==> src/rtl/byte_striping_pkg.sv <==
`default_nettype none
// ============================================================================
//  Module      : byte_striping_pkg
//  Description : Shared encodings and helpers for the parametrised byte
//                striper: laneMode codes, lane-count decode, default pad.
//  Revision    : 1.0 - initial release
// ============================================================================
package byte_striping_pkg;

    // laneMode encoding: number of active lanes requested
    localparam logic [1:0] MODE_1L = 2'd0;
    localparam logic [1:0] MODE_2L = 2'd1;
    localparam logic [1:0] MODE_4L = 2'd2;
    localparam logic [1:0] MODE_8L = 2'd3;

    // Symbol used for flushed or unused lane slots
    localparam logic [7:0] DEFAULT_PAD_WORD = 8'hBC;

    // Decode a laneMode into a lane count, clipped to the physical lane count.
    // The result fits 4 bits because at most 8 lanes exist.
    function automatic logic [3:0] mode2lanes(input logic [1:0] mode, input int num_lanes);
        logic [3:0] n;
        n = 4'd1 << mode;
        if (int'(n) > num_lanes) begin
            n = num_lanes[3:0];
        end
        return n;
    endfunction

endpackage : byte_striping_pkg
`default_nettype wire

==> src/rtl/byte_striping_ctrl.sv <==
`default_nettype none
// ============================================================================
//  Module      : byte_striping_ctrl
//  Description : Slot counter, per-group lane-count latch and emit/flush
//                decision for the byte striper.
//  Revision    : 1.0 - initial release
// ============================================================================
module byte_striping_ctrl
    import byte_striping_pkg::*;
#(
    parameter int NUM_LANES = 4,
    parameter int LW        = $clog2(NUM_LANES + 1),
    parameter int IW        = (NUM_LANES > 1) ? $clog2(NUM_LANES) : 1
) (
    input  logic                 clk1Mhz,
    input  logic                 reset,
    input  logic                 laneVLD,
    input  logic                 flushIN,
    input  logic [1:0]           laneMode,
    output logic                 wrEn,
    output logic [IW-1:0]        wrIdx,
    output logic                 emit,
    output logic [NUM_LANES-1:0] realMask
);

    localparam logic [LW-1:0] C_FULL  = LW'(NUM_LANES);
    localparam logic [LW-1:0] C_ONE   = LW'(1);
    localparam logic [LW-1:0] C_ZERO  = '0;

    logic [LW-1:0] r_idx;
    logic [LW-1:0] r_active_n;
    logic [LW-1:0] w_mode_lanes;
    logic [LW-1:0] w_cur_n;
    logic [LW-1:0] w_idx_after;
    logic          w_group_start;
    logic          w_complete;
    logic          w_flush_emit;

    // Decode the group size: a new group takes laneMode, an open group keeps its latch
    always_comb begin
        w_mode_lanes  = LW'(mode2lanes(laneMode, NUM_LANES));
        w_group_start = laneVLD && (r_idx == C_ZERO);
        w_cur_n       = w_group_start ? w_mode_lanes : r_active_n;
        w_idx_after   = r_idx + (laneVLD ? C_ONE : C_ZERO);
        w_complete    = laneVLD && (r_idx == (w_cur_n - C_ONE));
        w_flush_emit  = flushIN && (w_idx_after != C_ZERO);
        wrEn          = laneVLD;
        wrIdx         = r_idx[IW-1:0];
        emit          = w_complete || w_flush_emit;
    end

    // Real slots are exactly those filled so far, including a same-cycle accept;
    // on a full group this equals the active lane count.
    always_comb begin
        realMask = '0;
        for (int k = 0; k < NUM_LANES; k++) begin
            realMask[k] = (LW'(k) < w_idx_after);
        end
    end

    // Slot counter and per-group lane-count latch
    always_ff @(posedge clk1Mhz) begin
        if (reset) begin
            r_idx      <= C_ZERO;
            r_active_n <= C_FULL;
        end else begin
            if (w_group_start) begin
                r_active_n <= w_mode_lanes;
            end
            r_idx <= emit ? C_ZERO : w_idx_after;
        end
    end

endmodule : byte_striping_ctrl
`default_nettype wire

==> src/rtl/byte_striping_param.sv <==
`default_nettype none
// ============================================================================
//  Module      : byte_striping_param
//  Description : Round-robin striping of a W-bit word stream across
//                NUM_LANES lanes, with runtime lane count, pad flush and a
//                group counter. Outputs are registered; one-cycle strobe.
//  Revision    : 1.0 - initial release
// ============================================================================
module byte_striping_param
    import byte_striping_pkg::*;
#(
    parameter int             W         = 8,
    parameter int             NUM_LANES = 4,
    parameter logic [W-1:0]   PAD_WORD  = DEFAULT_PAD_WORD,
    parameter int             CNT_W     = 8
) (
    input  logic                   clk1Mhz,
    input  logic                   reset,
    input  logic [W-1:0]           byteStripingIN,
    input  logic                   laneVLD,
    input  logic                   flushIN,
    input  logic [1:0]             laneMode,
    output logic [NUM_LANES*W-1:0] stripedLanes,
    output logic [NUM_LANES-1:0]   laneValidOut,
    output logic                   byteStripingVLD,
    output logic [CNT_W-1:0]       groupCnt
);

    localparam int IW = (NUM_LANES > 1) ? $clog2(NUM_LANES) : 1;

    logic                 w_wr_en;
    logic [IW-1:0]        w_wr_idx;
    logic                 w_emit;
    logic [NUM_LANES-1:0] w_real_mask;

    logic [W-1:0]         r_stage [NUM_LANES];
    logic [W-1:0]         r_lanes [NUM_LANES];
    logic [W-1:0]         w_next_lane [NUM_LANES];
    logic [NUM_LANES-1:0] r_valid;
    logic                 r_vld;
    logic [CNT_W-1:0]     r_cnt;

    byte_striping_ctrl #(
        .NUM_LANES (NUM_LANES),
        .IW        (IW)
    ) u_ctrl (
        .clk1Mhz  (clk1Mhz),
        .reset    (reset),
        .laneVLD  (laneVLD),
        .flushIN  (flushIN),
        .laneMode (laneMode),
        .wrEn     (w_wr_en),
        .wrIdx    (w_wr_idx),
        .emit     (w_emit),
        .realMask (w_real_mask)
    );

    // Per-lane emit value: the word arriving this cycle bypasses staging so the
    // group is presented at the same edge as its last accept.
    generate
        for (genvar k = 0; k < NUM_LANES; k++) begin : g_lane
            assign w_next_lane[k] = !w_real_mask[k]                    ? PAD_WORD       :
                                    (w_wr_en && (w_wr_idx == IW'(k)))  ? byteStripingIN :
                                                                         r_stage[k];
            assign stripedLanes[k*W +: W] = r_lanes[k];
        end
    endgenerate

    // Staging buffer: each accepted word lands in its slot
    always_ff @(posedge clk1Mhz) begin
        if (reset) begin
            for (int k = 0; k < NUM_LANES; k++) begin
                r_stage[k] <= '0;
            end
        end else if (w_wr_en) begin
            r_stage[w_wr_idx] <= byteStripingIN;
        end
    end

    // Output registers: load on emit, otherwise hold; strobe lasts one cycle
    always_ff @(posedge clk1Mhz) begin
        if (reset) begin
            for (int k = 0; k < NUM_LANES; k++) begin
                r_lanes[k] <= '0;
            end
            r_valid <= '0;
            r_vld   <= 1'b0;
            r_cnt   <= '0;
        end else begin
            r_vld <= w_emit;
            if (w_emit) begin
                for (int k = 0; k < NUM_LANES; k++) begin
                    r_lanes[k] <= w_next_lane[k];
                end
                r_valid <= w_real_mask;
                r_cnt   <= r_cnt + CNT_W'(1);
            end
        end
    end

    assign laneValidOut    = r_valid;
    assign byteStripingVLD = r_vld;
    assign groupCnt        = r_cnt;

endmodule : byte_striping_param
`default_nettype wire

==> config.mk <==
export PLATFORM = sky130hd
export DESIGN_NAME = byte_striping_param
export DESIGN_NICKNAME = d
export VERILOG_FILES = /design/src/rtl/byte_striping_pkg.sv /design/src/rtl/byte_striping_ctrl.sv /design/src/rtl/byte_striping_param.sv
export SDC_FILE = /design/constraint.sdc
export NUM_CORES = 1
export LEC_CHECK = 0
export ABC_AREA = 1
export CORE_UTILIZATION = 53
export CTS_CLUSTER_DIAMETER = 50
export CTS_CLUSTER_SIZE = 16
export DETAILED_ROUTE_END_ITERATION = 7
export PLACE_DENSITY_LB_ADDON = 0.1
export SLEW_MARGIN = 0
export SYNTH_ARGS = -nofsm -noshare
export SYNTH_HDL_FRONTEND = slang
export SYNTH_SLANG_ARGS = --single-unit
==> constraint.sdc <==
create_clock -name clk1Mhz -period 3.5 [get_ports clk1Mhz]
set_input_delay 0.7 -clock clk1Mhz [delete_from_list [all_inputs] [get_ports clk1Mhz]]
set_output_delay 0.7 -clock clk1Mhz [all_outputs]
set_load 0.02 [all_outputs]
==> flow_metrics.env, run 1 <==
export IMPL_syn_area_um2=3750
export IMPL_seq_area_um2=2300
export IMPL_post_route_period_util_pct=87.0
export IMPL_fillCellCount=566
export IMPL_hp_class="reg -> reg"
export IMPL_antenna_found_initial=0
export IMPL_place_hpwl_um=5420
export IMPL_yosysTopAreaCell="edfxtp_1"
export IMPL_post_cts_resized=0
export IMPL_dpl_cell_area_um2=4490
export IMPL_layout_cells_non_filler=547
export IMPL_synth_ff_type="edfxtp_1"
export IMPL_reg2reg_from="u_ctrl.r_idx[1]$_SDFF_PP0_"
export IMPL_min_from="laneValidOut[1]$_SDFFE_PP0P_"
export IMPL_yosysUniqueCellTypes=29
export IMPL_drt_iter0_markers=219
export IMPL_vias=2753
export IMPL_root_buffer="clkbuf_8"
export IMPL_overflow=0
export IMPL_areaGrowthSynthToFinish_pct=24.7
export IMPL_wl_per_cell_um=13.9
export IMPL_min_delay_worst_endpoint="laneValidOut[1]$_SDFFE_PP0P_"
export IMPL_postCtsSetupBuffers=0
export IMPL_cap_violations=0
export IMPL_routabilityCongestion=0.889
export IMPL_h_tree_depth=3
export IMPL_drtAntennaViolNets=0
export IMPL_cts_sinks=83
export IMPL_worstSkewPairLatency_ps=350
export IMPL_syn_area_per_cell_um2=9.95
export IMPL_r2r_setup_slack_ps=890
export IMPL_final_common_cell="nor2_1"
export IMPL_grtUsageTotal_pct=22.5
export IMPL_netlist_area_leader_share_pct=51.2
export IMPL_ys_ff_latch=83
export IMPL_critical_path_required_ps=3690
export IMPL_ios=59
export IMPL_routed_wl_um=7590
export IMPL_leakage_nw=1.91
export IMPL_grt_pass1_vias=2551
export IMPL_clkTransAtPathRegs_ps=90
export IMPL_crit_slowest_cell="clkdlybuf4s50_1"
export IMPL_cts_tree="done"
export IMPL_reg2reg_depth=13
export IMPL_slew_viol_final=0
export IMPL_outcome="complete, no violations"
export IMPL_fin_area_um2=4680
export IMPL_cp_end_kind="flop"
export IMPL_path_cells="clkdlybuf4s50_1 > nand4_1 > o21ai_0 > inv_1 > ha_1 > xnor2_1 > nor2_1 > nand2_1 > nor2_2 > nand2_4 > nand2_4 > nand2_2 > a21oi_1"
export IMPL_io_buffers=58
export IMPL_setup_viol=0
export IMPL_rows=30
export IMPL_place_ws_ps=129
export IMPL_design_core_area_um2=6830
export IMPL_grt_pass1_wl_um=12400
export IMPL_critical_path_class="in -> reg"
export IMPL_max_slew_margin_pct=23.6
export IMPL_skew_ps=9.80
export IMPL_syn_instance_count=377
export IMPL_cpPeakStageDelay_ps=650
export IMPL_hold_depth=2
export IMPL_antennaDiodeCount=0
export IMPL_layout_min_cycle_time_ps=3050
export IMPL_finalNetCount=464
export IMPL_arrival_ps=3230
export IMPL_hold_violations=0
export IMPL_cts_buffers=9
export IMPL_viasPerCell=5.03
export IMPL_r2r_end="r_lanes[2][4]$_SDFFCE_PN0P_"
export IMPL_ys_warn_count=0
export IMPL_grt_start_max_net_pins=31
export IMPL_multiInputGateArea_um2=1170
export IMPL_synth_area_top_cells="edfxtp_1, dfxtp_1, nor2_1"
export IMPL_power_density_nw_per_um2=513
export IMPL_fin_hold_ws_ps=476
export IMPL_clockBufferDepth=2
export IMPL_peakVddDrop_uv=251
export IMPL_cts_hold_fix_buffers=0
export IMPL_dp_cells=531
export IMPL_die_y_um=86.1
export IMPL_path_common_cell="nand2_4"
export IMPL_drive_above_1_share_pct=11.5
export IMPL_rsz0062_at_grt="no"
export IMPL_start_util_pct=54.9
export IMPL_critPathLaunchType="primary input"
export IMPL_die_w_um=86.1
export IMPL_drc=0
export IMPL_max_slew_worst_pin_slew_ps=1130
export IMPL_dieArea_um2=7420
export IMPL_final_setup_tns_ps=0
export IMPL_synth_seq_area_share_pct=61.4
export IMPL_dr_pass1_iters=4
export IMPL_setup_slack_ps=454
export IMPL_syn_nets=395
export IMPL_worstPathMaxFanout=22
export IMPL_synth_edf_count=64
export IMPL_mostFrequentLayoutCells="nor2_1, edfxtp_1, inv_1"
export IMPL_max_freq_mhz=328
export IMPL_synthArstFlopShare_pct=0
## routing by layer
metal / GRT usage [%] / share of wire, % / vias up / wire length (um)
met3: 4.91 / 5.7 / 8 / 431
met2: 35.8 / 48 / 104 / 3670
met1: 29.8 / 45 / 1264 / 3420
met5: 0 / 0 / - / 0
li1: - / - / 1377 / -
met4: 9.55 / 1.0 / 0 / 76
## cell families (layout without fill, tap and decap cells)
kind of cell | after synthesis | after routing | synth area share [%]
compound gates | 58 | 58 | 8.61
xor+xnor | 9 | 9 | 2.30
fa+ha+maj | 4 | 4 | 1.33
buf+inv | 71 | 145 | 7.54
flops | 83 | 83 | 61.4
mux | 3 | 3 | 0.901
simple gates | 149 | 149 | 17.9
## final cells by class
type,count,area share [%]
Sequential cell,83,49.2
Multi-Input combinational cell,223,24.9
Timing Repair Buffer,68,14.3
Inverter,61,4.89
Clock buffer,11,3.02
Tap cell,96,2.57
Clock inverter,5,1.12
## per-stage QoR
stage	util (%)	total power, mW
3_5_place_dp	65.7	1.74
6_report	68.5	2.40
5_1_grt	68.5	2.50
3_3_place_gp	65.7	1.73
4_1_cts	68.5	2.41
2_1_floorplan	-	1.53
## flip-flops by register name, indices dropped and copies added (netlist names)
| register | cells |
|---|---|
| r_lanes | 32 |
| r_stage | 32 |
| groupCnt | 8 |
| laneValidOut | 4 |
| u_ctrl.r_active_n | 3 |
| u_ctrl.r_idx | 3 |
| byteStripingVLD | 1 |
## critical path: cells and delay by family
kind | cells | cell delay, ps
XOR/XNOR | 1 | 130
adder cells (fa/ha/maj) | 1 | 300
buffers and inverters | 2 | 730
AND/OR/NAND/NOR | 7 | 940
AO/OA/AOI/OAI | 2 | 420
## report_power, final
group | switching, mW | internal, mW | total [mW]
Clock | 0.333 | 0.346 | 0.679
Sequential | 0.0322 | 1.17 | 1.21
Combinational | 0.308 | 0.207 | 0.514
Total | 0.673 | 1.73 | 2.40
## cells in the mapped netlist (2+ instances only)
library cell and instances:
a21oi_1 20, a21oi_2 4, a221oi_1 4, buf_6 2, clkbuf_1 7, dfxtp_1 19, edfxtp_1 64, ha_1 4
inv_1 59, inv_2 2, mux2_2 3, nand2_1 45, nand2_2 3, nand2_4 3, nand3_1 13, nand3_2 6
nand4_1 2, nor2_1 70, nor2_2 3, o21ai_0 29, xnor2_1 3, xor2_1 5
## worst max-delay path by stage
stage	start	end	slack (ps)	cells past startpoint
after floorplan	laneMode[1]	r_lanes[0][0]$_SDFFCE_PP0P_	710	11
after global placement	laneVLD	r_lanes[2][7]$_SDFFCE_PN0P_	220	10
after detailed placement	laneVLD	r_lanes[2][3]$_SDFFCE_PN0P_	130	10
after CTS	laneVLD	r_lanes[2][3]$_SDFFCE_PN0P_	480	13
after global routing	laneVLD	r_lanes[2][4]$_SDFFCE_PN0P_	250	13
final	laneVLD	r_lanes[2][4]$_SDFFCE_PN0P_	450	13
(Power assumes the default switching activity.)
==> run 2, diff against run 1 <==
CTS_CLUSTER_DIAMETER = 80   (was 50)
==> results of run 2 <==
No change in the layout: final DEF, timing and power equal those of run 1.
